## config.mk

```make
export PLATFORM = sky130hd
export DESIGN_NAME = if_stage_flat
export DESIGN_NICKNAME = d
export VERILOG_FILES = /design/src/rtl/cpu_pkg.sv /design/src/rtl/if_stage_if.sv /design/src/rtl/if_id_reg.sv /design/src/rtl/if_stage.sv /design/src/flat_wrapper.sv
export SDC_FILE = /design/constraint.sdc
export NUM_CORES = 1
export LEC_CHECK = 0
export BUFFER_PORTS_ARGS = -buffer_cell sky130_fd_sc_hd__buf_4
export CAP_MARGIN = 15
export CORE_MARGIN = 2
export CORE_UTILIZATION = 59
export CTS_CLUSTER_SIZE = 20
export DETAILED_ROUTE_END_ITERATION = 6
export PLACE_DENSITY = 0.85
export SLEW_MARGIN = 20
export SYNTH_ARGS = -nofsm -noshare
export SYNTH_HDL_FRONTEND = slang
export SYNTH_SLANG_ARGS = --single-unit
export TNS_END_PERCENT = 5
```

## constraint.sdc

```tcl
create_clock -name clk -period 9.85 [get_ports clk]
set_input_delay 1.4775 -clock clk [delete_from_list [all_inputs] [get_ports clk]]
set_output_delay 1.4775 -clock clk [all_outputs]
set_load 0.01 [all_outputs]
```

## src/rtl/cpu_pkg.sv

```systemverilog
// Shared CPU front-end definitions: word width, NOP encoding, fetch FSM states
// and the IF/ID pipeline payload.
package cpu_pkg;

  localparam int unsigned WORD_W = 32;

  typedef logic [WORD_W-1:0] word_t;

  // sll $0,$0,0
  localparam word_t NOP_INSTR_WORD = 32'h0000_0000;

  // Fetch FSM state encoding
  localparam logic [1:0] ST_REQ  = 2'd0;
  localparam logic [1:0] ST_WAIT = 2'd1;
  localparam logic [1:0] ST_HOLD = 2'd2;

  // IF/ID pipeline register contents
  typedef struct packed {
    word_t pc4;
    word_t instr;
    logic  valid;
  } if_id_t;

endpackage

```

## src/rtl/if_stage_if.sv

```systemverilog
// Instruction-memory read port between the fetch stage (master) and memory (slave).
interface if_stage_if;
  import cpu_pkg::*;

  logic  imem_req;
  word_t imem_addr;
  word_t imem_rdata;
  logic  imem_valid;

  modport master (output imem_req, output imem_addr, input imem_rdata, input imem_valid);
  modport slave  (input imem_req, input imem_addr, output imem_rdata, output imem_valid);

endinterface

```

## src/rtl/if_id_reg.sv

```systemverilog
// IF/ID pipeline register: flush inserts a bubble (pc4 kept), write-enable loads
// a new entry, otherwise the contents hold.
module if_id_reg
  import cpu_pkg::*;
#(
  parameter word_t NOP_INSTR = NOP_INSTR_WORD
) (
  input  logic   clk,
  input  logic   rst,
  input  logic   i_we,
  input  logic   i_flush,
  input  if_id_t i_d,
  output if_id_t o_q
);

  if_id_t r_q;

  // Bubble has priority over a load so a redirect can kill the slot
  always_ff @(posedge clk or posedge rst) begin
    if (rst) begin
      r_q.pc4   <= '0;
      r_q.instr <= NOP_INSTR;
      r_q.valid <= 1'b0;
    end else if (i_flush) begin
      r_q.instr <= NOP_INSTR;
      r_q.valid <= 1'b0;
    end else if (i_we) begin
      r_q <= i_d;
    end
  end

  assign o_q = r_q;

endmodule

```

## src/rtl/if_stage.sv

```systemverilog
// Instruction fetch stage: PC, REQ/WAIT/HOLD fetch FSM and IF/ID register.
// Build option IF_ID_FLUSH_EN: branch_taken flushes IF/ID and discards the
// outstanding fetch; without it a redirect takes effect after the fetch in
// progress (delay slot).
module if_stage
  import cpu_pkg::*;
#(
  parameter word_t RESET_PC  = 32'h0000_0000,
  parameter word_t NOP_INSTR = NOP_INSTR_WORD
) (
  input  logic  clk,
  input  logic  rst,
  input  logic  PCWrite,
  input  logic  IF_ID_Write,
  input  logic  branch_taken,
  input  word_t branch_target,
  if_stage_if.master imem,
  output word_t IF_ID_PC4,
  output word_t IF_ID_Instr,
  output logic  IF_ID_Valid
);

  logic [1:0] r_state, w_state_nxt;
  word_t      r_pc, w_pc_nxt;
  word_t      r_hold, w_hold_nxt;
  logic       r_discard, w_discard_nxt;
  logic       r_pend, w_pend_nxt;
  word_t      r_target, w_target_nxt;
  logic       r_req;

  logic       w_stall;
  word_t      w_pc4;
  word_t      w_pc_seq;
  logic       w_id_we;
  logic       w_id_flush;
  if_id_t     w_id_d;
  if_id_t     w_id_q;

  assign w_stall  = !PCWrite || !IF_ID_Write;
  assign w_pc4    = r_pc + 32'd4;
  assign w_pc_seq = r_pend ? r_target : w_pc4;

  // Next-state, next-PC and IF/ID control. The IF/ID slot is refilled with a
  // bubble in every unstalled cycle that does not deliver, so each fetched
  // instruction is presented valid for exactly one cycle.
  always_comb begin
    w_state_nxt   = r_state;
    w_pc_nxt      = r_pc;
    w_hold_nxt    = r_hold;
    w_discard_nxt = r_discard;
    w_pend_nxt    = r_pend;
    w_target_nxt  = r_target;
    w_id_we       = 1'b0;
    w_id_flush    = 1'b0;
    w_id_d        = '{pc4: w_pc4, instr: imem.imem_rdata, valid: 1'b1};

    case (r_state)
      ST_REQ: begin
        w_state_nxt = ST_WAIT;
        w_id_flush  = !w_stall;
      end
      ST_WAIT: begin
        if (imem.imem_valid) begin
          if (r_discard) begin
            w_discard_nxt = 1'b0;
            w_state_nxt   = ST_REQ;
            w_id_flush    = !w_stall;
          end else if (w_stall) begin
            w_hold_nxt  = imem.imem_rdata;
            w_state_nxt = ST_HOLD;
          end else begin
            w_id_we     = 1'b1;
            w_pc_nxt    = w_pc_seq;
            w_pend_nxt  = 1'b0;
            w_state_nxt = ST_REQ;
          end
        end else begin
          w_id_flush = !w_stall;
        end
      end
      ST_HOLD: begin
        if (!w_stall) begin
          w_id_we      = 1'b1;
          w_id_d.instr = r_hold;
          w_pc_nxt     = w_pc_seq;
          w_pend_nxt   = 1'b0;
          w_state_nxt  = ST_REQ;
        end
      end
      default: w_state_nxt = ST_REQ;
    endcase

`ifdef IF_ID_FLUSH_EN
    // Redirect wins over stall: kill IF/ID and whatever fetch is in flight
    if (branch_taken) begin
      w_pc_nxt   = branch_target;
      w_id_flush = 1'b1;
      w_id_we    = 1'b0;
      w_pend_nxt = 1'b0;
      if ((r_state == ST_REQ) || ((r_state == ST_WAIT) && !imem.imem_valid)) begin
        w_state_nxt   = ST_WAIT;
        w_discard_nxt = 1'b1;
      end else begin
        w_state_nxt   = ST_REQ;
        w_discard_nxt = 1'b0;
      end
    end
`else
    // Delay slot: current fetch completes, redirect applies at the next PC update
    if (branch_taken) begin
      if (w_id_we) begin
        w_pc_nxt = branch_target;
      end else begin
        w_pend_nxt   = 1'b1;
        w_target_nxt = branch_target;
      end
    end
`endif
  end

  // Fetch state, PC and side registers
  always_ff @(posedge clk or posedge rst) begin
    if (rst) begin
      r_state   <= ST_REQ;
      r_pc      <= RESET_PC;
      r_hold    <= '0;
      r_discard <= 1'b0;
      r_pend    <= 1'b0;
      r_target  <= '0;
      r_req     <= 1'b1;
    end else begin
      r_state   <= w_state_nxt;
      r_pc      <= w_pc_nxt;
      r_hold    <= w_hold_nxt;
      r_discard <= w_discard_nxt;
      r_pend    <= w_pend_nxt;
      r_target  <= w_target_nxt;
      r_req     <= (w_state_nxt == ST_REQ);
    end
  end

  assign imem.imem_req  = r_req;
  assign imem.imem_addr = r_pc;

  if_id_reg #(.NOP_INSTR(NOP_INSTR)) u_if_id (
    .clk     (clk),
    .rst     (rst),
    .i_we    (w_id_we),
    .i_flush (w_id_flush),
    .i_d     (w_id_d),
    .o_q     (w_id_q)
  );

  assign IF_ID_PC4   = w_id_q.pc4;
  assign IF_ID_Instr = w_id_q.instr;
  assign IF_ID_Valid = w_id_q.valid;

endmodule

```

## src/flat_wrapper.sv

```systemverilog
// flat-port wrapper written by rule: the top's interface ports become plain ports
module if_stage_flat import cpu_pkg::*;
#(
  parameter word_t RESET_PC  = 32'h0000_0000,
  parameter word_t NOP_INSTR = NOP_INSTR_WORD
)
  (clk, rst, PCWrite, IF_ID_Write, branch_taken, branch_target, IF_ID_PC4, IF_ID_Instr, IF_ID_Valid, imem_imem_req, imem_imem_addr, imem_imem_rdata, imem_imem_valid);
  if_stage_if imem_i ();
  input  logic clk;
  input  logic rst;
  input  logic PCWrite;
  input  logic IF_ID_Write;
  input  logic branch_taken;
  input  word_t branch_target;
  output word_t IF_ID_PC4;
  output word_t IF_ID_Instr;
  output logic IF_ID_Valid;
  output wire logic [$bits(imem_i.imem_req)-1:0] imem_imem_req;
  output wire logic [$bits(imem_i.imem_addr)-1:0] imem_imem_addr;
  input wire logic [$bits(imem_i.imem_rdata)-1:0] imem_imem_rdata;
  input wire logic [$bits(imem_i.imem_valid)-1:0] imem_imem_valid;
  assign imem_imem_req = imem_i.imem_req;
  assign imem_imem_addr = imem_i.imem_addr;
  assign imem_i.imem_rdata = imem_imem_rdata;
  assign imem_i.imem_valid = imem_imem_valid;
  if_stage #(.RESET_PC(RESET_PC), .NOP_INSTR(NOP_INSTR)) u_core (.clk(clk), .rst(rst), .PCWrite(PCWrite), .IF_ID_Write(IF_ID_Write), .branch_taken(branch_taken), .branch_target(branch_target), .imem(imem_i), .IF_ID_PC4(IF_ID_PC4), .IF_ID_Instr(IF_ID_Instr), .IF_ID_Valid(IF_ID_Valid));
endmodule
```

## Word level (Yosys, flattened, before mapping)

Index checks and enable logic that the tools add are counted.

| word-level totals | value |
|---|---|
| register bits | 165 |
| logic and storage cells | 48 |

| cells by class | value |
|---|---|
| reductions and logical operators | 10 |
| muxes and demuxes | 24 |
| bitwise gates (word level) | 2 |
| add/sub/neg operators | 1 |
| equal/unequal tests | 2 |

Operator list:

| cell | count |
|---|---|
| $mux 32 | 7 |
| $mux 33 | 2 |
| $pmux 32 s2 | 1 |
| $add 32x3->32 const B | 1 |
| $mux 1 | 7 |
| $mux 2 | 3 |
| $pmux 1 s2 | 3 |
| $pmux 2 s3 | 1 |
| $reduce_and 2->1 | 3 |
| $logic_not 2->1 | 2 |
| $logic_not 1->1 | 3 |
| $eq 2x1->1 const B | 1 |
| $eq 2x2->1 const B | 1 |
| $not 1->1 | 2 |
| $reduce_bool 2->1 | 1 |
| $logic_or 1x1->1 | 1 |

## Longest topological paths before layout

| depth | value |
|---|---|
| depth in word-level cells | 7 |
| gate-level depth with buffers | 9 |

## Cells and area by module

Synthesis repeated with hierarchy kept, for this count alone.

| second synthesis, totals | value |
|---|---|
| cell total of the unflattened synthesis | 772 |
| area, all modules | 8652.0 um^2 |

Modules (own cells, without submodules):

| module | cells each | seq. area each (um^2) | area an instance (um^2) | times used |
|---|---|---|---|---|
| if_stage | 595 | 2503.7 | 5993.2 | 1 |
| if_id_reg | 177 | 1626.6 | 2658.8 | 1 |

## Least setup slack after synthesis

Ideal clock, no wire load.

| timing path | value |
|---|---|
| kind | input -> register |
| from | input PCWrite |
| to | register u_core.r_target[10] |
| library setup time | 0.125 ns |
| stages | 5 |
| slack | 6.923 ns |
| arrival | 2.802 ns |
| cell sequence | nand2_1 clkbuf_1 o21ai_1 clkbuf_1 mux2_2 |

| between the ends | value |
|---|---|
| cells in the longest elaborated chain, start to end | 7 |

RTL lines:

| element | line | source |
|---|---|---|
| from (decl) | flat_wrapper.sv:11 | `input logic PCWrite;` |
| $logic_not 1->1 * | if_stage.sv:39 | `assign w_stall = !PCWrite \|\| !IF_ID_Write;` |
| $logic_or 1x1->1 * | if_stage.sv:39 |  |
| $mux 1 * | if_stage.sv:68, if_stage.sv:82 |  |
| $mux 1 | if_stage.sv:63 | `if (imem.imem_valid) begin` |
| $pmux 1 s2 * | if_stage.sv:57 | `case (r_state)` |
| $not 1->1 (no line) * | - |  |
| $reduce_and 2->1 (no line) * | - |  |
| to (signal assigned) | if_stage.sv:137 | `r_target <= w_target_nxt;` |
| to (decl) | if_stage.sv:28 | `word_t r_target, w_target_nxt;` |

Every way passes the cells marked *; elsewhere a longest branch is shown, timed or not.
A chain may end at the register's enable or synchronous reset.

## Worst setup path after layout

| timing path | value |
|---|---|
| from | input PCWrite |
| to | register u_core.u_if_id.r_q (netlist bit u_core.u_if_id.o_q[11]) |

| between the ends | value |
|---|---|
| cells in the longest elaborated chain, start to end | 6 |
| elaborated cells between the ends (all ways) | 13 |
| classes of those cells | 9 x mux; 4 x reduce/logical |

RTL lines:

| element | line | source |
|---|---|---|
| $logic_not 1->1 * | if_stage.sv:39 |  |
| $logic_or 1x1->1 * | if_stage.sv:39 |  |
| $mux 1, or another cell as far along | if_stage.sv:68, if_stage.sv:82 |  |
| $mux 1 / $mux 32 (equally long branches) | if_stage.sv:63, if_stage.sv:57 |  |
| $pmux 1 s2 / $mux 33 (equally long branches) | if_stage.sv:57, if_id_reg.sv:27 |  |
| $reduce_bool 2->1 (no line) / $mux 33 (equally long branches) | - |  |
| to (signal assigned) | if_id_reg.sv:28 | `r_q <= i_d;` |
| to (decl) | if_id_reg.sv:16 | `if_id_t r_q;` |

Every way passes the cells marked *; elsewhere a longest branch is shown, timed or not. The select of a mux whose other input is x is not followed.

==> impl_metrics.json <==
{
  "status": "finished, final reports clean",
  "hold_violations": 0,
  "grt_use_total_pct": 30.3,
  "dr.pass1.iters": 5,
  "viasPerCell": 6.21,
  "cts_sinks": 165,
  "crit_top_cell": "buf_4",
  "tritoncts": "yes",
  "drive_above_1_share_pct": 29.9,
  "layout.nets": 1013,
  "setup_viol": 0,
  "rr_worst_depth": 7,
  "syn-cell-area_um2": 8140,
  "cts_hold_buf": 0,
  "drv_cap": 0,
  "placed_area_um2": 9420,
  "rows": 42,
  "cp_cell_sequence": "buf_4 -> and2_1 -> buf_4 -> and3_1 -> nand2_2 -> buf_4 -> o21ai_0",
  "r2r-start": "u_core.r_state[0]",
  "tns_ps": 0,
  "critPathMaxStageDelay_ps": 580,
  "synthTopCellsByArea": "dfrtp_1 50%, mux2_2 9.4%, o21ai_0 6.0%",
  "ant_nets": 0,
  "clockRootBuffer": "clkbuf_16",
  "fillers": 962,
  "h-tree-depth": 4,
  "die_h_um": 121,
  "drt_iter0_markers": 606,
  "yosysTopAreaCell": "dfrtp_1",
  "io_buffers": 167,
  "die_w_um": 121,
  "synth_seq_area_share_pct": 50.7,
  "antenna_cells": 0,
  "area_growth_pct": 22.9,
  "start_util_pct": 61.0,
  "power_density_nw_per_um2": 275,
  "min_period_over_period_pct": 36.1,
  "peakVddDrop_uv": 162,
  "synth_top_area_share_pct": 50.4,
  "post_cts_resized": 0,
  "clk_path_buf_depth": 2,
  "worstPathRequired_ps": 10170,
  "grt_max_degree": 92,
  "min_period_ps": 3560,
  "gr-total-overflow": 0,
  "crit_family": "simple AND/OR/NAND/NOR gates",
  "synthArstFlopShare_pct": 100,
  "fin_area_um2": 10000,
  "crit_buf_inv": 3,
  "die-area_um2": 14800,
  "grt_pass1_vias": 6776,
  "hold_path_class": "reg2reg",
  "place.gp.congestion": 0.890,
  "synth-edff-count": 0,
  "min_to": "u_core.u_if_id.o_q[18]",
  "antenna_found_initial": 0,
  "wl_per_cell_um": 19.4,
  "avgSynthCellArea_um2": 10.1,
  "core_area_um2": 13300,
  "min_from": "u_core.u_if_id.o_q[18]",
  "critPathKind": "in2reg",
  "clkLatencyLatePin_ps": 440,
  "syn_nets": 879,
  "synth.distinct_cells": 58,
  "io_pins": 168,
  "worst_setup_path_start_kind": "input pin",
  "place_ws_ps": 6010,
  "cp_max_fo": 64,
  "postCtsSetupBuffers": 0,
  "holdWs_ps": 482,
  "cp-end-kind": "flop",
  "ys.flop_type": "dfrtp_1",
  "p_leak_nw": 4.69,
  "dp_hpwl_um": 14500,
  "drc": 0,
  "clock_skew_ps": 7.30,
  "yosys_warnings": 0,
  "grt_pass1_wl_um": 34600,
  "num_vias": 6988,
  "rrSetupSlack_ps": 6850,
  "syn-instance-count": 804,
  "max_freq_mhz": 281,
  "maxSlewViolCount": 0,
  "ys_ff_latch": 165,
  "numCtsBuffers": 17,
  "grt_setup_unrepaired": "false",
  "timing.rr.end": "u_core.u_if_id.o_q[11]",
  "worst_slack_ps": 6290,
  "p_total_mw": 2.76,
  "cp_slowest_cell": "and3_1",
  "clkTransAtPathRegs_ps": 70,
  "critPathArrivalTime_ps": 3870,
  "slew_headroom_pct": 27.8,
  "hold_depth": 2,
  "drt_wl_total_um": 21800,
  "worstMarginPinSlew_ps": 1080
}
-- registers in the layout, indices dropped and copies added (netlist names) --
register and count:
u_core.r_hold 32, u_core.u_if_id.o_q 65, u_core.r_target 32, u_core.imem.imem_addr 32
u_core.r_pend 1, u_core.imem.imem_req 1, u_core.r_state 2
-- layer usage --
metal  vias up  routed length, um  track usage (%)
li1       3146                  -                -
met4         0                651             12.4
met1      3441               8980             40.1
met5         -                  0                0
met2       346              10500             48.7
met3        55               1660             6.44
-- cell usage in the layout (no fill, tap or decap), drive strengths merged, types with 3 or more instances in the layout --
cell type | netlist | routed
nand2 | 110 | 110
nor2 | 39 | 39
a31oi | 4 | 4
xnor2 | 12 | 12
o22ai | 7 | 7
clkinvlp | 0 | 3
inv | 7 | 9
or3 | 10 | 10
and4 | 3 | 3
ha | 5 | 5
and3 | 5 | 5
o2bb2ai | 7 | 7
dfrtp | 164 | 164
a221oi | 4 | 4
nand4 | 14 | 14
nor4 | 5 | 5
buf | 23 | 174
a21o | 6 | 6
a32oi | 3 | 3
mux2 | 68 | 68
xor2 | 16 | 16
nand3 | 22 | 22
clkinv | 1 | 4
o21ai | 101 | 101
mux2i | 40 | 40
a21oi | 38 | 38
o31ai | 4 | 4
clkbuf | 36 | 21
nor3 | 18 | 18
and2 | 4 | 4
o221ai | 4 | 4
-- Yosys cell counts (all sizes together) (6+ instances only) --
cell type / n
dfrtp: 164
nand2: 110
o21ai: 101
mux2: 68
mux2i: 40
nor2: 39
a21oi: 38
clkbuf: 36
buf: 23
nand3: 22
nor3: 18
xor2: 16
nand4: 14
xnor2: 12
or3: 10
inv: 7
o22ai: 7
o2bb2ai: 7
a21o: 6
-- area by class of cell --
type | instances | area (um2) | area share, %
flip-flops and latches | 165 | 4130 | 41.3
well taps | 176 | 220 | 2.20
clock buffers | 21 | 460 | 4.60
clock inverters | 10 | 123 | 1.23
inverters | 8 | 35.0 | 0.350
repair buffers | 174 | 1310 | 13.1
multi-input cells | 572 | 3730 | 37.3
-- how the worst max path moves through the flow --
stage                     cells after the start  slack (ps)   startpoint                        to
after detailed placement                      8        6010      PCWrite    u_core.u_if_id.o_q[51]
after CTS                                     7        6380      PCWrite    u_core.u_if_id.o_q[11]
after global placement                        8        6130      PCWrite    u_core.u_if_id.o_q[45]
final                                         7        6290      PCWrite    u_core.u_if_id.o_q[11]
after global routing                          7        6180  IF_ID_Write    u_core.u_if_id.o_q[11]
after floorplan                               1        3910          rst  u_core.imem.imem_addr[0]
-- kinds of logic after synthesis --
family / share of synthesized area, %
flip-flops: 50.7
multiplexers: 14.3
AND/OR/NAND/NOR: 13.7
adder cells (fa/ha/maj): 0.769
buffers and inverters: 3.52
XOR/XNOR: 3.01
AO/OA/AOI/OAI: 13.9
-- where the power goes --
part / internal (mW) / leakage [nW] / switching [mW] / total (mW)
clock: 0.387 / 0.276 / 0.272 / 0.659
combinational: 0.450 / 2.28 / 0.494 / 0.944
sequential: 0.913 / 2.13 / 0.239 / 1.15
total: 1.75 / 4.69 / 1.00 / 2.76
-- per-stage QoR --
stage / instances / utilization, %
after CTS: 1125 / 74.9
after global routing: 1126 / 75.0
final: 1126 / 75.0
after floorplan: 804 / -
after global placement: 1094 / 70.5
after detailed placement: 1094 / 70.5
-- worst reg2reg max path: stages, from the launching register on --
cell	delay (ps)
dfrtp_1	430
inv_1	100
ha_1	260
a21o_1	200
nand2_1	640
a21o_1	910
nand2_1	160
o21ai_0	190
Note: power is estimated with default switching activity, not from simulation.
